File: config.mk
export PLATFORM = sky130hd
export DESIGN_NAME = axil_lfsr_hist_flat
export DESIGN_NICKNAME = d
export VERILOG_FILES = /design/src/rtl/axil_lfsr_hist_if.sv /design/src/rtl/axil_lfsr_hist.sv /design/src/flat_wrapper.sv
export SDC_FILE = /design/constraint.sdc
export NUM_CORES = 1
export LEC_CHECK = 0
export CAP_MARGIN = 10
export CORE_MARGIN = 8
export CORE_UTILIZATION = 50
export CTS_CLUSTER_DIAMETER = 50
export DETAILED_ROUTE_END_ITERATION = 8
export GPL_TIMING_DRIVEN = 0
export PLACE_DENSITY = 0.76
export SLEW_MARGIN = 10
export SYNTH_ARGS = -nofsm -noshare
export SYNTH_HDL_FRONTEND = slang
export SYNTH_SLANG_ARGS = --single-unit
File: constraint.sdc
create_clock -name aclk -period 7 [get_ports aclk]
set_input_delay 2.1 -clock aclk [delete_from_list [all_inputs] [get_ports aclk]]
set_output_delay 2.1 -clock aclk [all_outputs]
set_load 0.02 [all_outputs]
File: src/rtl/axil_lfsr_hist_if.sv
// rtl/axil_lfsr_hist_if.sv - AXI-Lite register port and AXI-Stream sample port of axil_lfsr_hist
interface axil_lfsr_hist_if #(
    parameter int ADDR_WIDTH = 8,
    parameter int DATA_WIDTH = 32
);
    logic [ADDR_WIDTH-1:0] s_axi_awaddr;
    logic                  s_axi_awvalid;
    logic                  s_axi_awready;
    logic [31:0]           s_axi_wdata;
    logic                  s_axi_wvalid;
    logic                  s_axi_wready;
    logic [1:0]            s_axi_bresp;
    logic                  s_axi_bvalid;
    logic                  s_axi_bready;
    logic [ADDR_WIDTH-1:0] s_axi_araddr;
    logic                  s_axi_arvalid;
    logic                  s_axi_arready;
    logic [31:0]           s_axi_rdata;
    logic [1:0]            s_axi_rresp;
    logic                  s_axi_rvalid;
    logic                  s_axi_rready;
    logic [DATA_WIDTH-1:0] m_axis_tdata;
    logic                  m_axis_tvalid;
    logic                  m_axis_tready;
    logic                  m_axis_tlast;

    modport slave (
        input  s_axi_awaddr, s_axi_awvalid, s_axi_wdata, s_axi_wvalid, s_axi_bready,
        input  s_axi_araddr, s_axi_arvalid, s_axi_rready, m_axis_tready,
        output s_axi_awready, s_axi_wready, s_axi_bresp, s_axi_bvalid,
        output s_axi_arready, s_axi_rdata, s_axi_rresp, s_axi_rvalid,
        output m_axis_tdata, m_axis_tvalid, m_axis_tlast
    );

    modport master (
        output s_axi_awaddr, s_axi_awvalid, s_axi_wdata, s_axi_wvalid, s_axi_bready,
        output s_axi_araddr, s_axi_arvalid, s_axi_rready, m_axis_tready,
        input  s_axi_awready, s_axi_wready, s_axi_bresp, s_axi_bvalid,
        input  s_axi_arready, s_axi_rdata, s_axi_rresp, s_axi_rvalid,
        input  m_axis_tdata, m_axis_tvalid, m_axis_tlast
    );
endinterface

File: src/rtl/axil_lfsr_hist.sv
// rtl/axil_lfsr_hist.sv - AXI-Lite programmed LFSR stream source with readable bin histogram
module axil_lfsr_hist #(
    parameter int          C_AXIL_ADDR_WIDTH = 8,
    parameter int          C_AXIL_DATA_WIDTH = 32,
    parameter int          DATA_WIDTH        = 32,
    parameter int          BIN_BITS          = 3,
    parameter int          COUNT_WIDTH       = 16,
    parameter logic [31:0] DEFAULT_TAPS      = 32'h8020_0003
) (
    input  logic            aclk,
    input  logic            areset,
    axil_lfsr_hist_if.slave bus,
    output logic            done
);
    localparam int NUM_BINS = 1 << BIN_BITS;

    typedef enum logic [1:0] {S_IDLE, S_RUN, S_DONE} state_t;
    state_t state_q, state_d;

    logic [DATA_WIDTH-1:0]        seed_q, taps_q, lfsr_q, lfsr_next;
    logic [31:0]                  length_q, sent_q;
    logic [COUNT_WIDTH-1:0]       bin_q [NUM_BINS];
    logic                         abort_q;
    logic                         awready_q, arready_q, bvalid_q, rvalid_q;
    logic [1:0]                   bresp_q, rresp_q;
    logic [C_AXIL_DATA_WIDTH-1:0] rdata_q;

    logic [C_AXIL_ADDR_WIDTH-1:0] wr_addr, rd_addr;
    logic [4:0]                   wr_word, rd_word;
    logic                         wr_hi_ok, rd_hi_ok, wr_fire, rd_fire, wr_err;
    logic                         ctrl_wr, start_wr, clear_wr, abort_wr;
    logic                         run, hs, tlast;
    logic [BIN_BITS-1:0]          bin_idx;
    logic [31:0]                  rd_data;
    logic                         rd_err;
    logic                         unused_addr_lsbs;

    // Address decode: bits [1:0] are ignored, anything above 0x7F is unmapped
    assign wr_addr          = bus.s_axi_awaddr;
    assign rd_addr          = bus.s_axi_araddr;
    assign wr_word          = wr_addr[6:2];
    assign rd_word          = rd_addr[6:2];
    assign wr_hi_ok         = (wr_addr >> 7) == '0;
    assign rd_hi_ok         = (rd_addr >> 7) == '0;
    assign unused_addr_lsbs = ^{wr_addr[1:0], rd_addr[1:0]};

    assign wr_fire  = awready_q & bus.s_axi_awvalid & bus.s_axi_wvalid;
    assign rd_fire  = arready_q & bus.s_axi_arvalid;
    assign wr_err   = !wr_hi_ok || (!wr_word[4] && (wr_word > 5'd5));
    assign ctrl_wr  = wr_fire && wr_hi_ok && (wr_word == 5'd0);
    assign start_wr = ctrl_wr & bus.s_axi_wdata[0];
    assign clear_wr = ctrl_wr & bus.s_axi_wdata[1];
    assign abort_wr = ctrl_wr & bus.s_axi_wdata[2];

    // Stream side: the presented beat is the current LFSR word
    assign run       = (state_q == S_RUN);
    assign hs        = run & bus.m_axis_tready;
    assign tlast     = run && ((sent_q == length_q - 32'd1) || abort_q);
    assign lfsr_next = (lfsr_q >> 1) ^ (lfsr_q[0] ? taps_q : '0);
    assign bin_idx   = lfsr_q[DATA_WIDTH-1 -: BIN_BITS];

    assign bus.m_axis_tvalid = run;
    assign bus.m_axis_tdata  = run ? lfsr_q : '0;
    assign bus.m_axis_tlast  = tlast;
    assign done              = (state_q == S_DONE);

    assign bus.s_axi_awready = awready_q;
    assign bus.s_axi_wready  = awready_q;
    assign bus.s_axi_bvalid  = bvalid_q;
    assign bus.s_axi_bresp   = bresp_q;
    assign bus.s_axi_arready = arready_q;
    assign bus.s_axi_rvalid  = rvalid_q;
    assign bus.s_axi_rresp   = rresp_q;
    assign bus.s_axi_rdata   = rdata_q;

    // FSM state register
    always_ff @(posedge aclk) begin
        if (areset) state_q <= S_IDLE;
        else        state_q <= state_d;
    end

    // FSM next state: START only acts outside RUN, a tlast handshake ends the run
    always_comb begin
        state_d = state_q;
        case (state_q)
            S_IDLE, S_DONE: if (start_wr) state_d = (length_q == 32'd0) ? S_DONE : S_RUN;
            S_RUN:          if (hs && tlast) state_d = S_DONE;
            default:        state_d = S_IDLE;
        endcase
    end

    // Generator: load on START, advance per accepted beat, track pending abort
    always_ff @(posedge aclk) begin
        if (areset) begin
            lfsr_q  <= '0;
            sent_q  <= '0;
            abort_q <= 1'b0;
        end else if (start_wr && !run) begin
            lfsr_q  <= (seed_q == '0) ? DATA_WIDTH'(1) : seed_q;
            sent_q  <= '0;
            abort_q <= 1'b0;
        end else if (run) begin
            if (hs) begin
                lfsr_q <= lfsr_next;
                sent_q <= sent_q + 32'd1;
            end
            if (hs && tlast) abort_q <= 1'b0;
            else if (abort_wr) abort_q <= 1'b1;
        end
    end

    // Histogram: CLEAR beats a same-cycle handshake, counters stick at all-ones
    always_ff @(posedge aclk) begin
        if (areset || clear_wr) begin
            for (int i = 0; i < NUM_BINS; i++) bin_q[i] <= '0;
        end else if (hs && (bin_q[bin_idx] != '1)) begin
            bin_q[bin_idx] <= bin_q[bin_idx] + COUNT_WIDTH'(1);
        end
    end

    // Configuration registers
    always_ff @(posedge aclk) begin
        if (areset) begin
            seed_q   <= DATA_WIDTH'(1);
            length_q <= '0;
            taps_q   <= DEFAULT_TAPS[DATA_WIDTH-1:0];
        end else if (wr_fire && wr_hi_ok) begin
            case (wr_word)
                5'd2:    seed_q   <= bus.s_axi_wdata[DATA_WIDTH-1:0];
                5'd3:    length_q <= bus.s_axi_wdata;
                5'd4:    taps_q   <= bus.s_axi_wdata[DATA_WIDTH-1:0];
                default: ;
            endcase
        end
    end

    // Read mux: bins live at 0x40.., unimplemented bin slots read 0 without error
    always_comb begin
        rd_data = '0;
        rd_err  = 1'b0;
        if (!rd_hi_ok) begin
            rd_err = 1'b1;
        end else if (rd_word[4]) begin
            if ((rd_word[3:0] >> BIN_BITS) == 4'd0)
                rd_data[COUNT_WIDTH-1:0] = bin_q[rd_word[BIN_BITS-1:0]];
        end else begin
            case (rd_word[3:0])
                4'd0:    rd_data = '0;
                4'd1:    rd_data = {30'd0, done, run};
                4'd2:    rd_data[DATA_WIDTH-1:0] = seed_q;
                4'd3:    rd_data = length_q;
                4'd4:    rd_data[DATA_WIDTH-1:0] = taps_q;
                4'd5:    rd_data = sent_q;
                default: rd_err = 1'b1;
            endcase
        end
    end

    // AXI-Lite handshakes: single outstanding write and read, ready pulses one cycle
    always_ff @(posedge aclk) begin
        if (areset) begin
            awready_q <= 1'b0;
            bvalid_q  <= 1'b0;
            bresp_q   <= 2'b00;
            arready_q <= 1'b0;
            rvalid_q  <= 1'b0;
            rresp_q   <= 2'b00;
            rdata_q   <= '0;
        end else begin
            awready_q <= bus.s_axi_awvalid & bus.s_axi_wvalid & !bvalid_q & !awready_q;
            if (wr_fire) begin
                bvalid_q <= 1'b1;
                bresp_q  <= wr_err ? 2'b10 : 2'b00;
            end else if (bvalid_q && bus.s_axi_bready) begin
                bvalid_q <= 1'b0;
            end
            arready_q <= bus.s_axi_arvalid & !rvalid_q & !arready_q;
            if (rd_fire) begin
                rvalid_q <= 1'b1;
                rdata_q  <= rd_data;
                rresp_q  <= rd_err ? 2'b10 : 2'b00;
            end else if (rvalid_q && bus.s_axi_rready) begin
                rvalid_q <= 1'b0;
            end
        end
    end
endmodule

File: src/flat_wrapper.sv
// flat-port wrapper written by rule: the top's interface ports become plain ports
module axil_lfsr_hist_flat 
#(
    parameter int          C_AXIL_ADDR_WIDTH = 8,
    parameter int          C_AXIL_DATA_WIDTH = 32,
    parameter int          DATA_WIDTH        = 32,
    parameter int          BIN_BITS          = 3,
    parameter int          COUNT_WIDTH       = 16,
    parameter logic [31:0] DEFAULT_TAPS      = 32'h8020_0003
)
  (aclk, areset, done, bus_s_axi_awaddr, bus_s_axi_awvalid, bus_s_axi_wdata, bus_s_axi_wvalid, bus_s_axi_bready, bus_s_axi_araddr, bus_s_axi_arvalid, bus_s_axi_rready, bus_m_axis_tready, bus_s_axi_awready, bus_s_axi_wready, bus_s_axi_bresp, bus_s_axi_bvalid, bus_s_axi_arready, bus_s_axi_rdata, bus_s_axi_rresp, bus_s_axi_rvalid, bus_m_axis_tdata, bus_m_axis_tvalid, bus_m_axis_tlast);
  axil_lfsr_hist_if #(.ADDR_WIDTH((8)), .DATA_WIDTH(DATA_WIDTH)) bus_i ();
  input  logic aclk;
  input  logic areset;
  output logic done;
  input wire logic [$bits(bus_i.s_axi_awaddr)-1:0] bus_s_axi_awaddr;
  input wire logic [$bits(bus_i.s_axi_awvalid)-1:0] bus_s_axi_awvalid;
  input wire logic [$bits(bus_i.s_axi_wdata)-1:0] bus_s_axi_wdata;
  input wire logic [$bits(bus_i.s_axi_wvalid)-1:0] bus_s_axi_wvalid;
  input wire logic [$bits(bus_i.s_axi_bready)-1:0] bus_s_axi_bready;
  input wire logic [$bits(bus_i.s_axi_araddr)-1:0] bus_s_axi_araddr;
  input wire logic [$bits(bus_i.s_axi_arvalid)-1:0] bus_s_axi_arvalid;
  input wire logic [$bits(bus_i.s_axi_rready)-1:0] bus_s_axi_rready;
  input wire logic [$bits(bus_i.m_axis_tready)-1:0] bus_m_axis_tready;
  output wire logic [$bits(bus_i.s_axi_awready)-1:0] bus_s_axi_awready;
  output wire logic [$bits(bus_i.s_axi_wready)-1:0] bus_s_axi_wready;
  output wire logic [$bits(bus_i.s_axi_bresp)-1:0] bus_s_axi_bresp;
  output wire logic [$bits(bus_i.s_axi_bvalid)-1:0] bus_s_axi_bvalid;
  output wire logic [$bits(bus_i.s_axi_arready)-1:0] bus_s_axi_arready;
  output wire logic [$bits(bus_i.s_axi_rdata)-1:0] bus_s_axi_rdata;
  output wire logic [$bits(bus_i.s_axi_rresp)-1:0] bus_s_axi_rresp;
  output wire logic [$bits(bus_i.s_axi_rvalid)-1:0] bus_s_axi_rvalid;
  output wire logic [$bits(bus_i.m_axis_tdata)-1:0] bus_m_axis_tdata;
  output wire logic [$bits(bus_i.m_axis_tvalid)-1:0] bus_m_axis_tvalid;
  output wire logic [$bits(bus_i.m_axis_tlast)-1:0] bus_m_axis_tlast;
  assign bus_i.s_axi_awaddr = bus_s_axi_awaddr;
  assign bus_i.s_axi_awvalid = bus_s_axi_awvalid;
  assign bus_i.s_axi_wdata = bus_s_axi_wdata;
  assign bus_i.s_axi_wvalid = bus_s_axi_wvalid;
  assign bus_i.s_axi_bready = bus_s_axi_bready;
  assign bus_i.s_axi_araddr = bus_s_axi_araddr;
  assign bus_i.s_axi_arvalid = bus_s_axi_arvalid;
  assign bus_i.s_axi_rready = bus_s_axi_rready;
  assign bus_i.m_axis_tready = bus_m_axis_tready;
  assign bus_s_axi_awready = bus_i.s_axi_awready;
  assign bus_s_axi_wready = bus_i.s_axi_wready;
  assign bus_s_axi_bresp = bus_i.s_axi_bresp;
  assign bus_s_axi_bvalid = bus_i.s_axi_bvalid;
  assign bus_s_axi_arready = bus_i.s_axi_arready;
  assign bus_s_axi_rdata = bus_i.s_axi_rdata;
  assign bus_s_axi_rresp = bus_i.s_axi_rresp;
  assign bus_s_axi_rvalid = bus_i.s_axi_rvalid;
  assign bus_m_axis_tdata = bus_i.m_axis_tdata;
  assign bus_m_axis_tvalid = bus_i.m_axis_tvalid;
  assign bus_m_axis_tlast = bus_i.m_axis_tlast;
  axil_lfsr_hist #(.C_AXIL_ADDR_WIDTH(C_AXIL_ADDR_WIDTH), .C_AXIL_DATA_WIDTH(C_AXIL_DATA_WIDTH), .DATA_WIDTH(DATA_WIDTH), .BIN_BITS(BIN_BITS), .COUNT_WIDTH(COUNT_WIDTH), .DEFAULT_TAPS(DEFAULT_TAPS)) u_core (.aclk(aclk), .areset(areset), .bus(bus_i), .done(done));
endmodule
# Word level (Yosys, flattened, before mapping)
# Memories as Yosys holds them, arrays and structs flattened. A register that Yosys moved wholly into a read port is not among the register bits.
# Cells that the tools add are included.
dict set report classes {
  order_cmp 1
  addsub 3
  n_bitwise 13
  eq_ne 14
  reduce_logical 43
  muxes 36
}
# cell n
set ops {}
lappend ops {{32-bit two-way mux} 7}
lappend ops {{32-bit one-hot mux with 5 select lines} 1}
lappend ops {{32-bit zero test} 2}
lappend ops {{16-bit two-way mux} 4}
lappend ops {{32-bit by 1-bit adder with 32-bit output, second input constant} 1}
lappend ops {{32-bit == test} 1}
lappend ops {{32-bit by 1-bit subtractor with 32-bit output, second input constant} 1}
lappend ops {{31-bit by 32-bit bitwise XOR with 32-bit output} 1}
lappend ops {{16-bit by 1-bit adder with 16-bit output, second input constant} 1}
lappend ops {{8-bit zero test} 2}
lappend ops {{16-bit != test, second input constant} 1}
lappend ops {{16-bit OR reduction} 1}
lappend ops {{1-bit two-way mux} 15}
lappend ops {{2-bit AND reduction} 7}
lappend ops {{1-bit AND} 12}
lappend ops {{5-bit by 2-bit == test with 1-bit output, second input constant} 2}
lappend ops {{2-bit two-way mux} 5}
lappend ops {{2-bit nonzero test} 5}
lappend ops {{1-bit logical AND} 9}
lappend ops {{3-bit two-way mux} 3}
lappend ops {{4-bit by 2-bit == test with 1-bit output, second input constant} 2}
lappend ops {{4-bit by 3-bit == test with 1-bit output, second input constant} 2}
lappend ops {{4-bit zero test} 2}
lappend ops {{1-bit zero test} 7}
lappend ops {{other kinds (13)} 16}
dict set report word_totals {
  n_memories 1
  elab_cells 125
  ff_bits 203
  inputBits 56
  ram_bits 128
  out_inout_bits 76
}
# memory words word_bits rd rd_ports_with_merged_regs wr line
set memory_table {}
lappend memory_table {u_core.bin_q 8 16 2 1 8 axil_lfsr_hist.sv:22} ;# logic [COUNT_WIDTH-1:0] bin_q [NUM_BINS];

# Logic depth before layout (Yosys ltp)
# Gate-level depths: netlist (run 1).
dict set report logic_depth {
  word_depth 10
  mapped_depth 15
  ltp_nobuf 10
}

# Worst setup path before layout (run 1)
# OpenSTA, ideal clock, no wires.
dict set report synth_path {
  kind {register to output}
  start {register u_core.length_q[8]}
  end {output bus_m_axis_tlast}
  path_stages_with_launch 11
  slack_ns 1.936
  n_path_buf 2
  arrival_ns 2.964
  path_cell_list {dfxtp_1 buf_6 or4_4 buf_6 or4_4 nor4b_4 mux2_2 mux2i_1 nand4_1 o21bai_1 and2_1}
}
dict set report synth_between {
  elab_chain_cells 4
}
# item line
set synth_lines {}
lappend synth_lines {{start: declaration} axil_lfsr_hist.sv:21} ;# logic [31:0] length_q, sent_q;
lappend synth_lines {{start signal: assignment} axil_lfsr_hist.sv:130} ;# 5'd3: length_q <= bus.s_axi_wdata;
lappend synth_lines {{32-bit by 1-bit subtractor with 32-bit output} axil_lfsr_hist.sv:58} ;# assign tlast = run && ((sent_q == length_q - 32'd1) || abort_q);
lappend synth_lines {{32-bit == test} axil_lfsr_hist.sv:58}
lappend synth_lines {{1-bit logical OR} axil_lfsr_hist.sv:58}
lappend synth_lines {{1-bit logical AND} axil_lfsr_hist.sv:58}
lappend synth_lines {{end: declaration} flat_wrapper.sv:35} ;# output wire logic [$bits(bus_i.m_axis_tlast)-1:0] bus_m_axis_tlast;
# Every way passes these cells.

# Final worst setup path (run 1)
dict set report layout_path {
  start {register u_core.length_q[16]}
  end {output bus_m_axis_tlast}
}
# Same word-level chain as after synthesis.

==> flow_summary.ini, run 1 <==
[synth]
netlist_top_cells_area = dfxtp_1 (24%), edfxtp_1 (22%), mux4_2 (8.4%)
synth.ff_latch_count = 332
synth_top_area_frac = 0.238
ys.flop_type = dfxtp_1
synth-edff-count = 128
avgSynthCellArea_sq_um = 9.56
yosys.area.top_type = dfxtp_1
syn_inst = 1794
ys_top_cells_by_count = nor2_1 (310), dfxtp_1 (204), nand2_1 (199)
ys_seq_area_frac = 0.462
syn_area_sq_mm = 0.0171
yosysMostFrequentCell = nor2_1
async_flop_share = 0
synth_warnings = 0
synth_cell_types = 66

[clocking]
clk_latency_ns = 0.55
htreeDepth = 2
root_buffer = clkbuf_16
cts_tree = done
cts.sinks = 332
cts.hold.buffers_added = 0
clkSlewWorstSetupHoldPaths_ns = 0.06
cts_resized = 0
cts_setup_buffers = 0
cts.path.max_buffers = 3
cts_buffers = 40

[timing]
max_freq_mhz = 148
fin_crit_ns = 6.74
maxSlewViolCount = 0
tns_ns = 0
setup_violations = 0
setup_slack_ns = 0.264
relSlewSlack = 0.0955
clock_skew_ns = 0.0135
worstMarginPinSlew_ns = 1.34
rsz0062_at_grt = no
fin_crit_sh = 0.962
finalHoldViolCount = 0

[floorplanning]
dieArea_sq_mm = 0.0405
core_area_sq_mm = 0.0341
die_h_um = 201
dieWidth_um = 201
rows = 68
start_util = 0.503
ios = 132

[routing]
drt_first_pass_iters = 6
vias = 15000
viasPerCell = 6.14
drtIter0Drc = 1836
post_drt_wl_per_cell_um = 22.6
detail-route-antenna-nets = 0
drc = 0
routed_wirelength_um = 55300

[final_layout]
n_fill_cell = 2855
drive_above_1_share = 0.0841
final_nets = 2019
fin_util = 0.594
synthToLayoutAreaGrowth_pct = 18.2
design_area_sq_mm = 0.0203
n_antenna_cell = 0
layoutNonFillerInstCount = 2441

[place]
placedCellCount = 2372
place_ws_ns = 0.172
dp_hpwl_um = 40000
postPlaceCellArea_sq_mm = 0.0189
gp_congestion = 0.958
portBuffers = 122

[power_and_ir_drop]
peakVddDrop_mv = 0.208
p_leak_uw = 0.00706
power_density_mw_per_mm2 = 217

[critical_path]
max_stage_delay_ns = 0.91
path_class = reg -> out
crit_slowest_cell = nor4_1
path_buf_inv = 2
crit_family = simple AND/OR/NAND/NOR gates
crit_path_start_kind = flop
worstPathCellList = clkbuf_1 > nor4_1 > nand2_1 > nor4b_4 > mux2_2 > mux2i_1 > nand4_1 > o21bai_1 > and2_1 > clkdlybuf4s50_1
crit_path_end_kind = primary output
cp_data_required_time_ns = 4.90
crit_arrival_ns = 4.64
critical_path.max_fanout = 8

[global_routing]
grt_pass1_wl_um = 85500
grt_pass1_vias = 15200
overflow = 0
grt_antenna_before_repair = 0
grt_start_max_net_pins = 17
grt_usage = 0.267

[flow_run]
drv_cap = 0

[hold_path]
hold_class = reg -> reg

[outcome]
status = complete, no violations
==> final timing paths <==
path	start	to	slack (ns)	cells after the start
worst max-delay path	u_core.length_q[16]	bus_m_axis_tlast	0.26	10
worst min-delay path	u_core.bus.s_axi_bvalid	u_core.bus.s_axi_awready	0.46	1
worst max register to register	flop	u_core.bin_q[3][10]	0.76	13
worst min register to register	u_core.bus.s_axi_bvalid	u_core.bus.s_axi_awready	0.46	1
==> worst reg2reg max path, cell delays in order, from the launching register on <==
cell,delay (ns)
dfxtp_1,0.31
clkbuf_1,0.42
clkbuf_1,0.61
buf_1,0.62
mux2_2,0.40
ha_1,0.23
inv_1,0.08
a211o_1,0.35
nand2b_1,0.30
or3_1,0.42
or4b_2,0.22
clkbuf_1,0.45
clkbuf_1,0.57
nand2_1,0.77
==> logic make-up (layout without fill, tap and decap cells) <==
| family | Yosys count | after routing | share of synthesized area |
|---|---|---|---|
| other cells | 1 | 2 | 0.000219 |
| fa+ha+maj | 4 | 4 | 0.00292 |
| compound gates | 282 | 282 | 0.0982 |
| simple gates | 743 | 743 | 0.200 |
| buf+inv | 159 | 350 | 0.0377 |
| flops | 332 | 332 | 0.462 |
| xor+xnor | 111 | 111 | 0.0567 |
| mux | 162 | 162 | 0.142 |
==> routing by layer <==
| layer | GRT usage | wire length (um) |
|---|---|---|
| met2 | 0.451 | 26900 |
| met1 | 0.307 | 19700 |
| met5 | 0 | 0 |
| met4 | 0.144 | 3080 |
| met3 | 0.0693 | 5660 |
==> per-stage QoR <==
step	power, uW	hold slack [ns]
2_1_floorplan	2200	0.444
3_3_place_gp	2300	0.436
3_5_place_dp	2310	0.443
4_1_cts	4390	0.455
5_1_grt	4500	0.472
6_report	4390	0.457
==> cells in the final DEF (no fill, tap or decap), types with 11 or more instances in the layout <==
| master | n |
|---|---|
| nor2_1 | 310 |
| dfxtp_1 | 204 |
| nand2_1 | 199 |
| a21oi_1 | 171 |
| edfxtp_1 | 128 |
| clkbuf_1 | 126 |
| clkdlybuf4s50_1 | 122 |
| mux2i_1 | 93 |
| xor2_1 | 67 |
| mux4_2 | 64 |
| nor3_1 | 50 |
| o21ai_0 | 45 |
| xnor2_1 | 44 |
| clkbuf_16 | 42 |
| and2_1 | 38 |
| a222oi_1 | 32 |
| nor4_1 | 24 |
| nand3_1 | 23 |
| nand4_1 | 22 |
| inv_1 | 13 |
| buf_1 | 11 |
| nand3b_1 | 11 |
==> final cells by class <==
class,count,area [sq um],share of cell area
Buffer,146,598,0.0295
Clock buffer,57,1150,0.0569
Clock inverter,12,174,0.00858
Inverter,13,48.8,0.00241
Multi-Input combinational cell,1304,8580,0.423
Sequential cell,332,7930,0.391
Tap cell,455,569,0.0281
Timing Repair Buffer,122,1220,0.0602
==> flip-flops by register name, indices dropped and copies added (netlist names), 2 cells and up, named ones only <==
signal,count
u_core.bin_q,128
u_core.sent_q,32
u_core.length_q,32
u_core.taps_q,32
u_core.state_q,2
u_core.bus.s_axi_rdata,32
u_core.seed_q,32
u_core.lfsr_q,32
==> power breakdown <==
group          switching [uW]  internal (uW)
combinational             139           85.8
sequential               16.4           2030
clock                     825           1300
total                     980           3410
Note: power is estimated with default switching activity, not from simulation.
==> inputs of run 2 (changes only) <==
--- a/config.mk
+++ b/config.mk
@@ -5,6 +5,7 @@
 export SDC_FILE = /design/constraint.sdc
 export NUM_CORES = 1
 export LEC_CHECK = 0
+export ABC_CLOCK_PERIOD_IN_PS = 7000
 export CAP_MARGIN = 10
 export CORE_MARGIN = 8
 export CORE_UTILIZATION = 50
==> results of run 2 <==
The final DEF is identical to that of run 1; final timing and power are the same.
==> inputs of run 3 (changes only) <==
--- a/config.mk
+++ b/config.mk
@@ -7,7 +7,6 @@
 export LEC_CHECK = 0
 export ABC_CLOCK_PERIOD_IN_PS = 7000
 export CAP_MARGIN = 10
-export CORE_MARGIN = 8
 export CORE_UTILIZATION = 50
 export CTS_CLUSTER_DIAMETER = 50
 export DETAILED_ROUTE_END_ITERATION = 8
==> flow_summary.ini, run 3 (synthesized netlist as in run 1, its figures left out) <==
[hold_path]
hold_class = reg -> reg

[critical_path]
path_class = in -> reg
crit_path_start_kind = input pin
crit_path_end_kind = flop
cp_data_required_time_ns = 7.04
critical_path.max_fanout = 16
timing.critical_path.mode_cell = clkbuf_1
crit_family = simple AND/OR/NAND/NOR gates
path_buf_inv = 3
max_stage_delay_ns = 0.81
r2r_setup_slack_ns = 0.70
crit_arrival_ns = 6.71
crit_slowest_cell = nand2_1
worstPathCellList = clkdlybuf4s50_1 > nand3_1 > or4_1 > nor4_1 > a21oi_1 > clkbuf_1 > nand4b_1 > clkbuf_1 > nand2_1

[routing]
vias = 15100
post_drt_wl_per_cell_um = 22.7
drc = 0
routed_wirelength_um = 55300
drt_first_pass_iters = 7
drtIter0Drc = 2014
detail-route-antenna-nets = 0
viasPerCell = 6.17

[place]
portBuffers = 122
gp_congestion = 0.978
dp_hpwl_um = 39700
place_ws_ns = 0.00638

[floorplanning]
core_area_sq_mm = 0.0336
ios = 132
start_util = 0.510
rows = 67
dieWidth_um = 187
die_h_um = 187
dieArea_sq_mm = 0.0350

[timing]
relSlewSlack = 0.197
clock_skew_ns = 0.0174
finalHoldViolCount = 0
maxSlewViolCount = 0
tns_ns = 0
max_freq_mhz = 150
fin_crit_ns = 6.67
worstMarginPinSlew_ns = 1.20
setup_violations = 0
setup_slack_ns = 0.327
fin_crit_sh = 0.953
rsz0062_at_grt = no

[final_layout]
regMostFlops = u_core.bin_q
n_fill_cell = 2810
multiInputGateArea_sq_mm = 0.00860
final_common_cell = nor2_1
final_cell_mix = nor2_1 (310), dfxtp_1 (204), nand2_1 (199)
regArea_sq_mm = 0.00793
final_nets = 2020
drive_above_1_share = 0.0889
synthToLayoutAreaGrowth_pct = 18.9
largest_reg_flops = 128
n_antenna_cell = 0

[clocking]
cts.sinks = 332
cts_setup_buffers = 0
cts.hold.buffers_added = 0
htreeDepth = 2
clkSlewWorstSetupHoldPaths_ns = 0.05
root_buffer = clkbuf_16
cts_resized = 0
cts.path.max_buffers = 3
cts_buffers = 40
clk_latency_ns = 0.55
cts_tree = done

[power_and_ir_drop]
power_density_mw_per_mm2 = 220
p_leak_uw = 0.00711
peakVddDrop_mv = 0.193

[global_routing]
grt.met3_usage = 0.0578
grt_start_max_net_pins = 17
grt_pass1_wl_um = 83700
grt_usage = 0.309
grt-busiest-layer = met2
overflow = 0
grt_use_met2 = 0.524
grt_antenna_before_repair = 0
use_met1 = 0.377
grt_pass1_vias = 14800

[outcome]
status = complete, no violations

[flow_run]
drv_cap = 0
-- run 3: final timing paths --
check	cells past startpoint	endpoint	start
setup / recovery	9	u_core.bin_q[0][9]	bus_s_axi_awvalid
hold / removal	1	u_core.bus.s_axi_awready	u_core.bus.s_axi_bvalid
hold reg to reg	1	u_core.bus.s_axi_awready	u_core.bus.s_axi_bvalid
setup reg to reg	13	u_core.bin_q[2][3]	flop
-- run 3: stage by stage --
step / cells / cell area (sq um) / hold slack, ns / total power, uW / utilization
after floorplan: 1795 / 17200 / 0.444 / 2200 / -
after global placement: 2365 / 18900 / 0.434 / 2300 / 0.563
after detailed placement: 2366 / 18900 / 0.450 / 2310 / 0.564
after CTS: 2440 / 20400 / 0.456 / 4490 / 0.606
after global routing: 2440 / 20400 / 0.480 / 4590 / 0.607
final: 2440 / 20400 / 0.454 / 4500 / 0.607
-- run 3: layout make-up --
| class | count | share of cell area |
|---|---|---|
| multi-input combinational | 1304 | 0.422 |
| clock buffer | 50 | 0.0549 |
| buffer | 146 | 0.0293 |
| clock inverter | 24 | 0.0149 |
| timing repair buffer | 123 | 0.0603 |
| sequential | 332 | 0.389 |
| inverter | 13 | 0.00239 |
| tap | 448 | 0.0275 |
-- run 3: metal layers --
metal / wire [um] / up-vias
li1: - / 6727
met1: 20500 / 7201
met2: 26400 / 936
met3: 5510 / 188
met4: 2820 / 0
met5: 0 / -
-- run 3: power breakdown --
part           total [uW]  switching [uW]  internal [uW]  leakage (uW)
logic                 230             144           86.1       0.00345
clock network        2220             878           1340      0.000700
registers            2050            15.7           2030       0.00296
